`config.mk`:
```
export PLATFORM = sky130hd
export DESIGN_NAME = uart_rx_oversample_flat
export DESIGN_NICKNAME = d
export VERILOG_FILES = /design/src/rtl/uart_rx_if.sv /design/src/rtl/uart_rx_oversample.sv /design/src/flat_wrapper.sv
export SDC_FILE = /design/constraint.sdc
export NUM_CORES = 1
export LEC_CHECK = 0
export ABC_AREA = 0
export CORE_UTILIZATION = 50
export CTS_BUF_LIST = sky130_fd_sc_hd__clkbuf_16
export DETAILED_ROUTE_END_ITERATION = 8
export HOLD_SLACK_MARGIN = 0.1
export PLACE_DENSITY = 0.71
export RECOVER_POWER = 50
export SLEW_MARGIN = 10
export SYNTH_ARGS = -nofsm -noshare
export SYNTH_HDL_FRONTEND = slang
export SYNTH_SLANG_ARGS = --single-unit
```
`constraint.sdc`:
```
create_clock -name clk -period 1.9 [get_ports clk]
set_input_delay 0.38 -clock clk [delete_from_list [all_inputs] [get_ports clk]]
set_output_delay 0.38 -clock clk [all_outputs]
set_load 0.02 [all_outputs]
```
`src/rtl/uart_rx_if.sv`:
```
// uart_rx_if: received-word handshake between the UART receiver and its byte consumer
interface uart_rx_if #(
    parameter int DATA_BITS = 8
);
    logic [DATA_BITS-1:0] data_out;
    logic                 valid;
    logic                 ready;
    logic                 parity_err;
    logic                 frame_err;
    logic                 overrun;
    logic                 busy;
    modport master (output data_out, valid, parity_err, frame_err, overrun, busy, input ready);
    modport slave  (input data_out, valid, parity_err, frame_err, overrun, busy, output ready);
endinterface

```
`src/rtl/uart_rx_oversample.sv`:
```
// uart_rx_oversample: oversampling UART receiver with majority vote, parity/stop checks and valid/ready output
module uart_rx_oversample #(
    parameter int CLK_DIV    = 8,
    parameter int OVERSAMPLE = 16,
    parameter int DATA_BITS  = 8,
    parameter int PARITY     = 0,
    parameter int STOP_BITS  = 1
) (
    input  logic      clk,
    input  logic      rst,
    input  logic      rx,
    uart_rx_if.master bus
);
    localparam int M  = OVERSAMPLE / 2;
    localparam int DW = CLK_DIV > 1 ? $clog2(CLK_DIV) : 1;
    localparam int PW = $clog2(OVERSAMPLE);

    typedef enum logic [2:0] {IDLE, START, DATA, PAR, STOP} state_t;

    state_t               state;
    logic                 s1, rx_s;
    logic [1:0]           primed;
    logic                 armed;
    logic [DW-1:0]        div;
    logic [PW-1:0]        phase;
    logic [3:0]           cnt;
    logic [DATA_BITS-1:0] shreg;
    logic                 smp_a, smp_b, par_bit, ferr_pend;
    logic                 tick, wrap, decide, maj, pe, fe;

    assign tick    = div == DW'(CLK_DIV - 1);
    assign wrap    = tick && phase == PW'(OVERSAMPLE - 1);
    assign decide  = tick && phase == PW'(M + 1);
    assign maj     = (smp_a & smp_b) | (smp_a & rx_s) | (smp_b & rx_s);
    assign bus.busy = state != IDLE;

    // parity verdict on the assembled word and frame-error verdict at the current stop-bit decision
    always_comb begin
        pe = PARITY == 0 ? 1'b0 : PARITY == 1 ? (par_bit != ^shreg) : (par_bit != ~^shreg);
        fe = ferr_pend | ~maj;
    end

    // two-flop synchroniser; primed marks when rx_s carries a real line sample rather than its reset value
    always_ff @(posedge clk) begin
        if (rst) begin
            s1     <= 1'b1;
            rx_s   <= 1'b1;
            primed <= 2'b00;
        end else begin
            s1     <= rx;
            rx_s   <= s1;
            primed <= {primed[0], 1'b1};
        end
    end

    // frame FSM with tick divider, bit-phase counter, voting and output handshake
    always_ff @(posedge clk) begin
        if (rst) begin
            state          <= IDLE;
            armed          <= 1'b0;
            div            <= '0;
            phase          <= '0;
            cnt            <= '0;
            shreg          <= '0;
            smp_a          <= 1'b0;
            smp_b          <= 1'b0;
            par_bit        <= 1'b0;
            ferr_pend      <= 1'b0;
            bus.data_out   <= '0;
            bus.valid      <= 1'b0;
            bus.parity_err <= 1'b0;
            bus.frame_err  <= 1'b0;
            bus.overrun    <= 1'b0;
        end else begin
            if (bus.valid && bus.ready) begin
                bus.valid      <= 1'b0;
                bus.overrun    <= 1'b0;
                bus.parity_err <= 1'b0;
                bus.frame_err  <= 1'b0;
            end
            if (state == IDLE) begin
                div       <= '0;
                phase     <= '0;
                cnt       <= '0;
                ferr_pend <= 1'b0;
                if (rx_s && primed[1])
                    armed <= 1'b1;
                else if (!rx_s && armed)
                    state <= START;
            end else begin
                div <= tick ? '0 : div + 1'b1;
                if (tick)
                    phase <= wrap ? '0 : phase + 1'b1;
                if (tick && phase == PW'(M - 1))
                    smp_a <= rx_s;
                if (tick && phase == PW'(M))
                    smp_b <= rx_s;
                case (state)
                    START: begin
                        if (decide && maj)
                            state <= IDLE;
                        else if (wrap)
                            state <= DATA;
                    end
                    DATA: begin
                        if (decide) begin
                            shreg <= {maj, shreg[DATA_BITS-1:1]};
                            cnt   <= cnt + 1'b1;
                        end
                        if (wrap && cnt == 4'(DATA_BITS)) begin
                            cnt   <= '0;
                            state <= PARITY != 0 ? PAR : STOP;
                        end
                    end
                    PAR: begin
                        if (decide)
                            par_bit <= maj;
                        if (wrap)
                            state <= STOP;
                    end
                    STOP: begin
                        if (decide) begin
                            ferr_pend <= fe;
                            if (cnt == 4'(STOP_BITS - 1)) begin
                                state <= IDLE;
                                armed <= rx_s;
                                if (!bus.valid || bus.ready) begin
                                    bus.data_out   <= shreg;
                                    bus.parity_err <= pe;
                                    bus.frame_err  <= fe;
                                    bus.valid      <= 1'b1;
                                    bus.overrun    <= 1'b0;
                                end else begin
                                    bus.overrun <= 1'b1;
                                end
                            end else begin
                                cnt <= cnt + 1'b1;
                            end
                        end
                    end
                    default: state <= IDLE;
                endcase
            end
        end
    end
endmodule

```
`src/flat_wrapper.sv`:
```
// flat-port wrapper written by rule: the top's interface ports become plain ports
module uart_rx_oversample_flat 
#(
    parameter int CLK_DIV    = 8,
    parameter int OVERSAMPLE = 16,
    parameter int DATA_BITS  = 8,
    parameter int PARITY     = 0,
    parameter int STOP_BITS  = 1
)
  (clk, rst, rx, bus_data_out, bus_valid, bus_parity_err, bus_frame_err, bus_overrun, bus_busy, bus_ready);
  uart_rx_if #(.DATA_BITS(DATA_BITS)) bus_i ();
  input  logic clk;
  input  logic rst;
  input  logic rx;
  output wire logic [$bits(bus_i.data_out)-1:0] bus_data_out;
  output wire logic [$bits(bus_i.valid)-1:0] bus_valid;
  output wire logic [$bits(bus_i.parity_err)-1:0] bus_parity_err;
  output wire logic [$bits(bus_i.frame_err)-1:0] bus_frame_err;
  output wire logic [$bits(bus_i.overrun)-1:0] bus_overrun;
  output wire logic [$bits(bus_i.busy)-1:0] bus_busy;
  input wire logic [$bits(bus_i.ready)-1:0] bus_ready;
  assign bus_data_out = bus_i.data_out;
  assign bus_valid = bus_i.valid;
  assign bus_parity_err = bus_i.parity_err;
  assign bus_frame_err = bus_i.frame_err;
  assign bus_overrun = bus_i.overrun;
  assign bus_busy = bus_i.busy;
  assign bus_i.ready = bus_ready;
  uart_rx_oversample #(.CLK_DIV(CLK_DIV), .OVERSAMPLE(OVERSAMPLE), .DATA_BITS(DATA_BITS), .PARITY(PARITY), .STOP_BITS(STOP_BITS)) u_core (.clk(clk), .rst(rst), .rx(rx), .bus(bus_i));
endmodule
```
Yosys cells after proc, flatten, opt, wreduce, memory -nomap -nowiden
Cells that the tools add are included.

$add $sub $neg: 3. Equal/unequal tests: 21. Multiplexer cells: 46. Bitwise logic cells: 8. Reduce and logical (&&, ||, !) cells: 29.

Operators with widths (number): $mux 1 (30); $mux 3 (9); $mux 4 (5); $eq 4x4->1 const B (4); $ne 3x1->1 const B (5); $pmux 3 s4 (1); $logic_and 1x1->1 (9); $add 4x1->4 const B (2); $ne 2x2->1 const B (4); $pmux 4 s2 (1); $reduce_and 4->1 (2); $reduce_bool 2->1 (4); $reduce_and 7->1 (1); $eq 3x2->1 const B (2); $eq 3x3->1 const B (2); $reduce_and 2->1 (3); $reduce_and 5->1 (1); $eq 4x3->1 const B (1); $logic_not 4->1 (1); $ne 4x1->1 const B (1); $add 3x1->3 const B (1); $and 1x1->1 (3); $eq 3x1->1 const B (1); $logic_not 3->1 (1); other kinds (9) (13).

Bits in registers: 42. Output and inout bits: 13. Logic and storage cells: 125.

Depth between registers and ports, before layout
Gate-level depths: netlist of the first run.

Depth in word-level cells: 10. Gate-level depth with buffers: 9.

Least setup slack after synthesis of the first run
Ideal clock, no wire load.

Path kind: flip-flop to flip-flop. From: register u_core.div[0]. To: register u_core.cnt[1]. Setup time: 0.120 ns. Data arrival time: 1.767 ns. Data required time: 1.780 ns. Slack: 0.013 ns. Stages on the path, launching flop included: 10. Path buffers: 2. Cell sequence: dfxtp_1 -> ha_1 -> ha_1 -> buf_2 -> and4_1 -> buf_6 -> nor4b_4 -> a221oi_2 -> mux2i_1 -> nor2_1.

Word-level cells in the longest chain between the ends: 5.

RTL lines: from (decl) (RTL line uart_rx_oversample.sv:24) `logic [DW-1:0] div;`; from (signal assigned) (RTL line uart_rx_oversample.sv:91) `div <= tick ? '0 : div + 1'b1;`; $eq 3x3->1 (*) (RTL line uart_rx_oversample.sv:31) `assign tick = div == DW'(CLK_DIV - 1);`; $logic_and 1x1->1 (RTL line uart_rx_oversample.sv:32) `assign wrap = tick && phase == PW'(OVERSAMPLE - 1);`; $logic_and 1x1->1 (RTL line uart_rx_oversample.sv:110) `if (wrap && cnt == 4'(DATA_BITS)) begin`; $ne 3x1->1 (no source line) / $mux 4 (equally long branches); $reduce_and 4->1 (no source line) / $pmux 4 s2 (equally long branches); to (signal assigned) (RTL line uart_rx_oversample.sv:108) `cnt <= cnt + 1'b1;`; to (signal assigned) (RTL line uart_rx_oversample.sv:137) `cnt <= cnt + 1'b1;`; to (decl) (RTL line uart_rx_oversample.sv:26) `logic [3:0] cnt;`.

Every way passes the cells marked *; elsewhere a longest branch is shown, timed or not. A chain may end at the register's enable or synchronous reset.

Worst setup path after layout of the first run
From: register u_core.cnt[0]. To: register u_core.cnt[3].

Word-level cells in the longest chain between the ends: 4.

RTL lines: $add 4x1->4 / $eq 4x4->1 (equally long branches) (RTL line uart_rx_oversample.sv:108, uart_rx_oversample.sv:137, uart_rx_oversample.sv:110); $mux 4 (tied with other cells) (RTL line uart_rx_oversample.sv:124) `if (cnt == 4'(STOP_BITS - 1)) begin`; $mux 4 (tied with other cells) (RTL line uart_rx_oversample.sv:122) `if (decide) begin`; $pmux 4 s2 / $reduce_and 4->1 (equally long branches).

Parallel ways exist; a longest one is shown, timed or not. The select of a mux whose other input is x is not followed.

==> out/metrics.cfg, run 1 <==
[worst_setup_path]
crit_chain=inv_2 > ha_1 > or2b_4 > nor4b_4 > a221oi_4 > or3_1 > a21oi_1
crit_path_end_kind=flip-flop
crit_required_ns=2.12
cp_slowest_cell=or3_1
cpPeakStageDelay_ns=0.38
critPathLaunchType=flip-flop
cpLargestDelayFamily=simple AND/OR/NAND/NOR gates
cp.buffers_inverters=1
worstPathArrival_ns=2.03
worst-path-max-fanout=6
worstSetupPathType=flip-flop to flip-flop

[timing]
finalCriticalPeriod_ns=1.81
period_share_pct=95.3
rsz0062_at_grt=false
finClkSkew_ns=0.00335
tightest_slew_ns=0.418
setup_viol=0
relSlewSlack_pct=71.7
hold_viol=0
drv_slew=0
hold_ws_ns=0.422
max_freq_mhz=552

[worst_hold_path]
holdCritPathClass=flip-flop to flip-flop

[die]
rows=21
ios=17
die_w_um=62.2
dieArea_um2=3870
start_util_pct=53.1
coreArea_um2=3420
die_h_um=62.2

[global_route]
grt_pass1_wl_um=6420
grt_use_met3_pct=4.41
antenna_found_initial=0
busiest_layer=met2
grt_max_degree=21
overflow=0
grt.met1_usage_pct=24.9
globalRouteTotalUtil_pct=20.7
first_global_vias=1477
grt.met2_usage_pct=36.4

[clock_network]
clock_latency_ns=0.28
cts-root-buf=clkbuf_16
cts-hold-fix-buffers=0
cts_max_path_buffers=2
cts_buffers=5
h-tree-depth=2
cts_tree=done
clk_pin_slew_ns=0.06
cts.sink_count=42

[final_layout]
final_common_cell=dfxtp_1
layout_common_cells=dfxtp_1, nor2_1, mux2i_1, buf_4, dlygate4sd3_1
num-fill-cells=275
nets=237
post-route-util_pct=68.9
diodes=0
fin_cells=273
fin_area_um2=2350
ff_latch_area_um2=848
drive_gt1_share_pct=19.8
multi_input_area_um2=957
syn_to_final_growth_pct=29.9

[routing]
via_count=1465
viasPerCell=5.37
routed_wl_um=3740
drc=0
ant_nets=0
dr.pass1.iters=4
drt_iter0_markers=50
wl_per_cell_um=13.7

[place]
placed_area_um2=2160
hpwl_um=2700
io_buffers=16
place_inst=265
gp_congestion=0.810

[yosys]
synth.avg_cell_area_um2=9.59
synthArstFlopShare_pct=0
netlist_instances=189
postSynthNetCount=200
seq_area_frac_synth_pct=46.4
synth_seq_cells=42
synthFlopType=dfxtp_1
yosys_warnings=0
syn_area_um2=1810
synth_cell_types=42
synth_edf_count=0

[pwr]
power_density_nw_per_um2=812
leakagePower_nw=0.971
ir_drop_mv=0.803

[run_status]
status=completed

[job]
drv_cap=0

==> power by group <==
part	total [W]	leakage [nW]	switching, W	internal, W
Clock	0.000786	0.0663	0.000314	0.000472
Combinational	0.000206	0.562	0.000124	0.0000824
Sequential	0.000919	0.343	0.0000177	0.000902
==> area by class of cell <==
| class | count | share of cell area [%] |
|---|---|---|
| multi-input cells | 131 | 40.6 |
| flip-flops and latches | 42 | 36.0 |
| repair buffers | 36 | 13.5 |
| clock buffers | 5 | 5.31 |
| well taps | 46 | 2.44 |
| inverters | 10 | 1.59 |
| clock inverters | 3 | 0.478 |
==> final timing paths <==
path	from	to	slack (ns)	cells past startpoint
worst max-delay path	u_core.cnt[0]$_SDFFE_PP0P_	u_core.cnt[3]$_SDFFE_PP0P_	0.09	7
worst min-delay path	u_core.s1$_SDFF_PP1_	u_core.rx_s$_SDFF_PP1_	0.42	1
worst min register to register	u_core.s1$_SDFF_PP1_	u_core.rx_s$_SDFF_PP1_	0.42	1
worst max register to register	u_core.cnt[0]$_SDFFE_PP0P_	u_core.cnt[3]$_SDFFE_PP0P_	0.09	7
==> Yosys cell counts, drive strengths merged, types with 5 or more instances <==
master | count | area share (%)
inv | 10 | 2.1
dfxtp | 42 | 46
nor2 | 29 | 6.3
a21oi | 8 | 2.2
ha | 7 | 4.8
nand2 | 12 | 2.5
mux2i | 20 | 11
nor3 | 7 | 1.9
o21ai | 5 | 1.4
==> state kept, by name, indices dropped and copies added, names as in the netlist <==
signal and cells:
u_core.div 3, u_core.primed 2, u_core.smp_a 1, u_core.phase 4
u_core.bus.data_out 8, u_core.bus.overrun 1, u_core.state 3, u_core.bus.valid 1
u_core.bus.frame_err 1, u_core.armed 1, u_core.smp_b 1, u_core.s1 1
u_core.rx_s 1, u_core.cnt 4, u_core.shreg 8, u_core.ferr_pend 1
u_core.bus.parity_err 1
==> through the flow <==
stage                     total power, W  setup WS (ns)  TNS, ns
final                            0.00191         0.0887        0
after global routing             0.00198         0.0151        0
after CTS                        0.00193        0.00597        0
after detailed placement         0.00115        -0.0173  -0.0174
after global placement           0.00115         0.0577        0
after floorplan                  0.00105         0.0127        0
==> cells by family (layout without fill, tap and decap cells) <==
group,Yosys count,count (layout),share of synthesized area [%]
and+or+nand+nor,76,76,22.6
xor gates and xnor gates,3,3,1.45
adders and majority gates,8,8,5.38
DFF,42,42,46.4
muxes,21,21,11.7
AOI/OAI and AO/OA,23,23,8.63
buffers and inverters,16,54,3.86
==> metal layers <==
layer | up-vias | part of all wire [%]
met5 | - | 0
met4 | 0 | 1.4
met3 | 5 | 2.9
met2 | 25 | 51
met1 | 707 | 45
li1 | 728 | -
==> repair_timing <==
| item | in CTS | in global routing |
|---|---|---|
| setup buffers | 0 | 0 |
| pin swaps | 1 | 5 |
| endpoints found under the setup margin | 4 | 19 |
| gates resized for setup | 3 | 17 |
Note: power is estimated with default switching activity, not from simulation.
==> run 2: changes to the inputs <==
--- a/config.mk
+++ b/config.mk
@@ -8,9 +8,10 @@
 export ABC_AREA = 0
 export CORE_UTILIZATION = 50
 export CTS_BUF_LIST = sky130_fd_sc_hd__clkbuf_16
+export CTS_CLUSTER_DIAMETER = 200
 export DETAILED_ROUTE_END_ITERATION = 8
 export HOLD_SLACK_MARGIN = 0.1
-export PLACE_DENSITY = 0.71
+export PLACE_DENSITY = 0.74
 export RECOVER_POWER = 50
 export SLEW_MARGIN = 10
 export SYNTH_ARGS = -nofsm -noshare
==> constraint.sdc (replaced) <==
create_clock -name clk -period 1.9 [get_ports clk]
set_input_delay 0.19 -clock clk [delete_from_list [all_inputs] [get_ports clk]]
set_output_delay 0.19 -clock clk [all_outputs]
set_load 0.02 [all_outputs]
==> out/metrics.cfg, run 2 (synthesized netlist as in run 1, its figures left out) <==
[place]
gp_congestion=0.946  ; was 0.810
placed_area_um2=2150  ; was 2160 um2
hpwl_um=2770  ; was 2700 um
dp_slack_ns=-0.0196  ; was -0.0173 ns
io_buffers=16  ; unchanged

[final_layout]
reg_top3=u_core.bus.data_out: 8 flops, u_core.shreg: 8 flops  ; unchanged
drive_gt1_share_pct=19.1  ; was 19.8%
diodes=0  ; unchanged
syn_to_final_growth_pct=31.1  ; was 29.9%
nets=235  ; was 237
fin_area_um2=2380  ; was 2350 um2
final_common_cell=dfxtp_1  ; unchanged
layout_common_cells=dfxtp_1, nor2_1, mux2i_1, dlygate4sd3_1  ; was dfxtp_1, nor2_1, mux2i_1, buf_4, dlygate4sd3_1

[routing]
viasPerCell=5.46  ; was 5.37
dr.pass1.iters=5  ; was 4
routed_wl_um=4090  ; was 3740 um
drt_iter0_markers=61  ; was 50
drc=0  ; unchanged
wl_per_cell_um=15.1  ; was 13.7 um
via_count=1480  ; was 1465
ant_nets=0  ; unchanged

[timing]
hold_ws_ns=0.412  ; was 0.422 ns
setup_tns_ns=0  ; unchanged
tightest_slew_ns=0.554  ; was 0.418 ns
finClkSkew_ns=0.00374  ; was 0.00335 ns
drv_slew=0  ; unchanged
max_freq_mhz=543  ; was 552 MHz
relSlewSlack_pct=63.1  ; was 71.7%
period_share_pct=97.0  ; was 95.3%
setup_viol=0  ; unchanged
hold_viol=0  ; unchanged
finalCriticalPeriod_ns=1.84  ; was 1.81 ns
setup_slack_ns=0.0579  ; was 0.0887 ns

[global_route]
antenna_found_initial=0  ; unchanged
first_global_vias=1513  ; was 1477
grt_pass1_wl_um=6690  ; was 6420 um
overflow=0  ; unchanged
grt_max_degree=15  ; was 21
globalRouteTotalUtil_pct=22.0  ; was 20.7%

[die]
die_w_um=62.2  ; unchanged
start_util_pct=53.1  ; unchanged
dieArea_um2=3870  ; unchanged
rows=21  ; unchanged
ios=17  ; unchanged
coreArea_um2=3420  ; unchanged
die_h_um=62.2  ; unchanged

[clock_network]
cts-hold-fix-buffers=0  ; unchanged
cts_buffers=5  ; unchanged
cts_max_path_buffers=2  ; unchanged
h-tree-depth=2  ; unchanged
clk_pin_slew_ns=0.06  ; about the same
clock_latency_ns=0.28  ; about the same
cts-root-buf=clkbuf_16  ; unchanged
cts_tree=done  ; unchanged
cts.sink_count=42  ; unchanged

[worst_setup_path]
critPathLaunchType=flip-flop  ; unchanged
crit_chain=inv_2 > ha_2 > or2b_2 > nor4b_4 > a221oi_4 > or3_1 > a21oi_1  ; was inv_2 > ha_1 > or2b_4 > nor4b_4 > a221oi_4 > or3_1 > a21oi_1
cpLargestDelayFamily=simple AND/OR/NAND/NOR gates  ; unchanged
cpPeakStageDelay_ns=0.36  ; was 0.38 ns
crit_path_end_kind=flip-flop  ; unchanged
cp.buffers_inverters=1  ; unchanged
worstPathArrival_ns=2.06  ; was 2.03 ns
worstSetupPathType=flip-flop to flip-flop  ; unchanged
crit_required_ns=2.12  ; about the same
cp_slowest_cell=or3_1  ; unchanged
worst-path-max-fanout=5  ; was 6

[pwr]
leakagePower_nw=0.974  ; was 0.971 nW
ir_drop_mv=0.808  ; was 0.803 mV
power_density_nw_per_um2=941  ; was 812 nW/um2

[worst_hold_path]
holdCritPathClass=flip-flop to flip-flop  ; unchanged

[job]
drv_cap=0  ; unchanged

[run_status]
status=completed  ; unchanged

## run 2: cell types whose count changed in the layout (fill, tap and decap cells not counted), sizes merged
cell         before  now
buf              17   14
bufinv            0    2
clkbuf            8   10
clkinv            3    1
dlygate4sd2       1    0
## run 2: power by group
group | leakage (nW) | switching (W) | internal (W) | total (W)
clock network | 0.0940 | 0.000348 | 0.000755 | 0.00110
logic | 0.540 | 0.000130 | 0.0000832 | 0.000213
registers | 0.341 | 0.0000185 | 0.000901 | 0.000919
## run 2: final timing paths
check | start | slack [ns] | to | cells past startpoint
hold / removal | u_core.s1$_SDFF_PP1_ | 0.41 | u_core.rx_s$_SDFF_PP1_ | 1
setup reg to reg | u_core.cnt[0]$_SDFFE_PP0P_ | 0.06 | u_core.cnt[3]$_SDFFE_PP0P_ | 7
setup / recovery | u_core.cnt[0]$_SDFFE_PP0P_ | 0.06 | u_core.cnt[3]$_SDFFE_PP0P_ | 7
hold reg to reg | u_core.s1$_SDFF_PP1_ | 0.41 | u_core.rx_s$_SDFF_PP1_ | 1
## run 2: layout make-up
| cell class | instances | area (um2) |
|---|---|---|
| Fill cell | 294 | 1040 |
| Multi-Input combinational cell | 131 | 953 |
| Sequential cell | 42 | 843 |
| Timing Repair Buffer | 34 | 290 |
| Clock buffer | 5 | 125 |
| Clock inverter | 3 | 68.8 |
| Tap cell | 46 | 57.6 |
| Inverter | 10 | 37.5 |
## run 2: routing by layer
layer	track usage, %	wire [um]
met2	37.0	2010
met4	8.43	137
met5	0	0
met3	6.07	197
met1	26.6	1740
## run 2: timing repair
item,4_1_cts,5_1_grt
setup endpoints to repair,3,18
pin swaps,0,3
hold endpoints to repair,0,0
resized for setup,2,14
gates cloned,0,0
buffers inserted,0,0
## run 2: per-stage QoR
stage	power, W	util, %	instances
2_1_floorplan	0.00105	-	189
3_3_place_gp	0.00115	62.8	263
3_5_place_dp	0.00116	62.8	263
4_1_cts	0.00226	68.6	271
5_1_grt	0.00230	69.6	271
6_report	0.00224	69.6	271
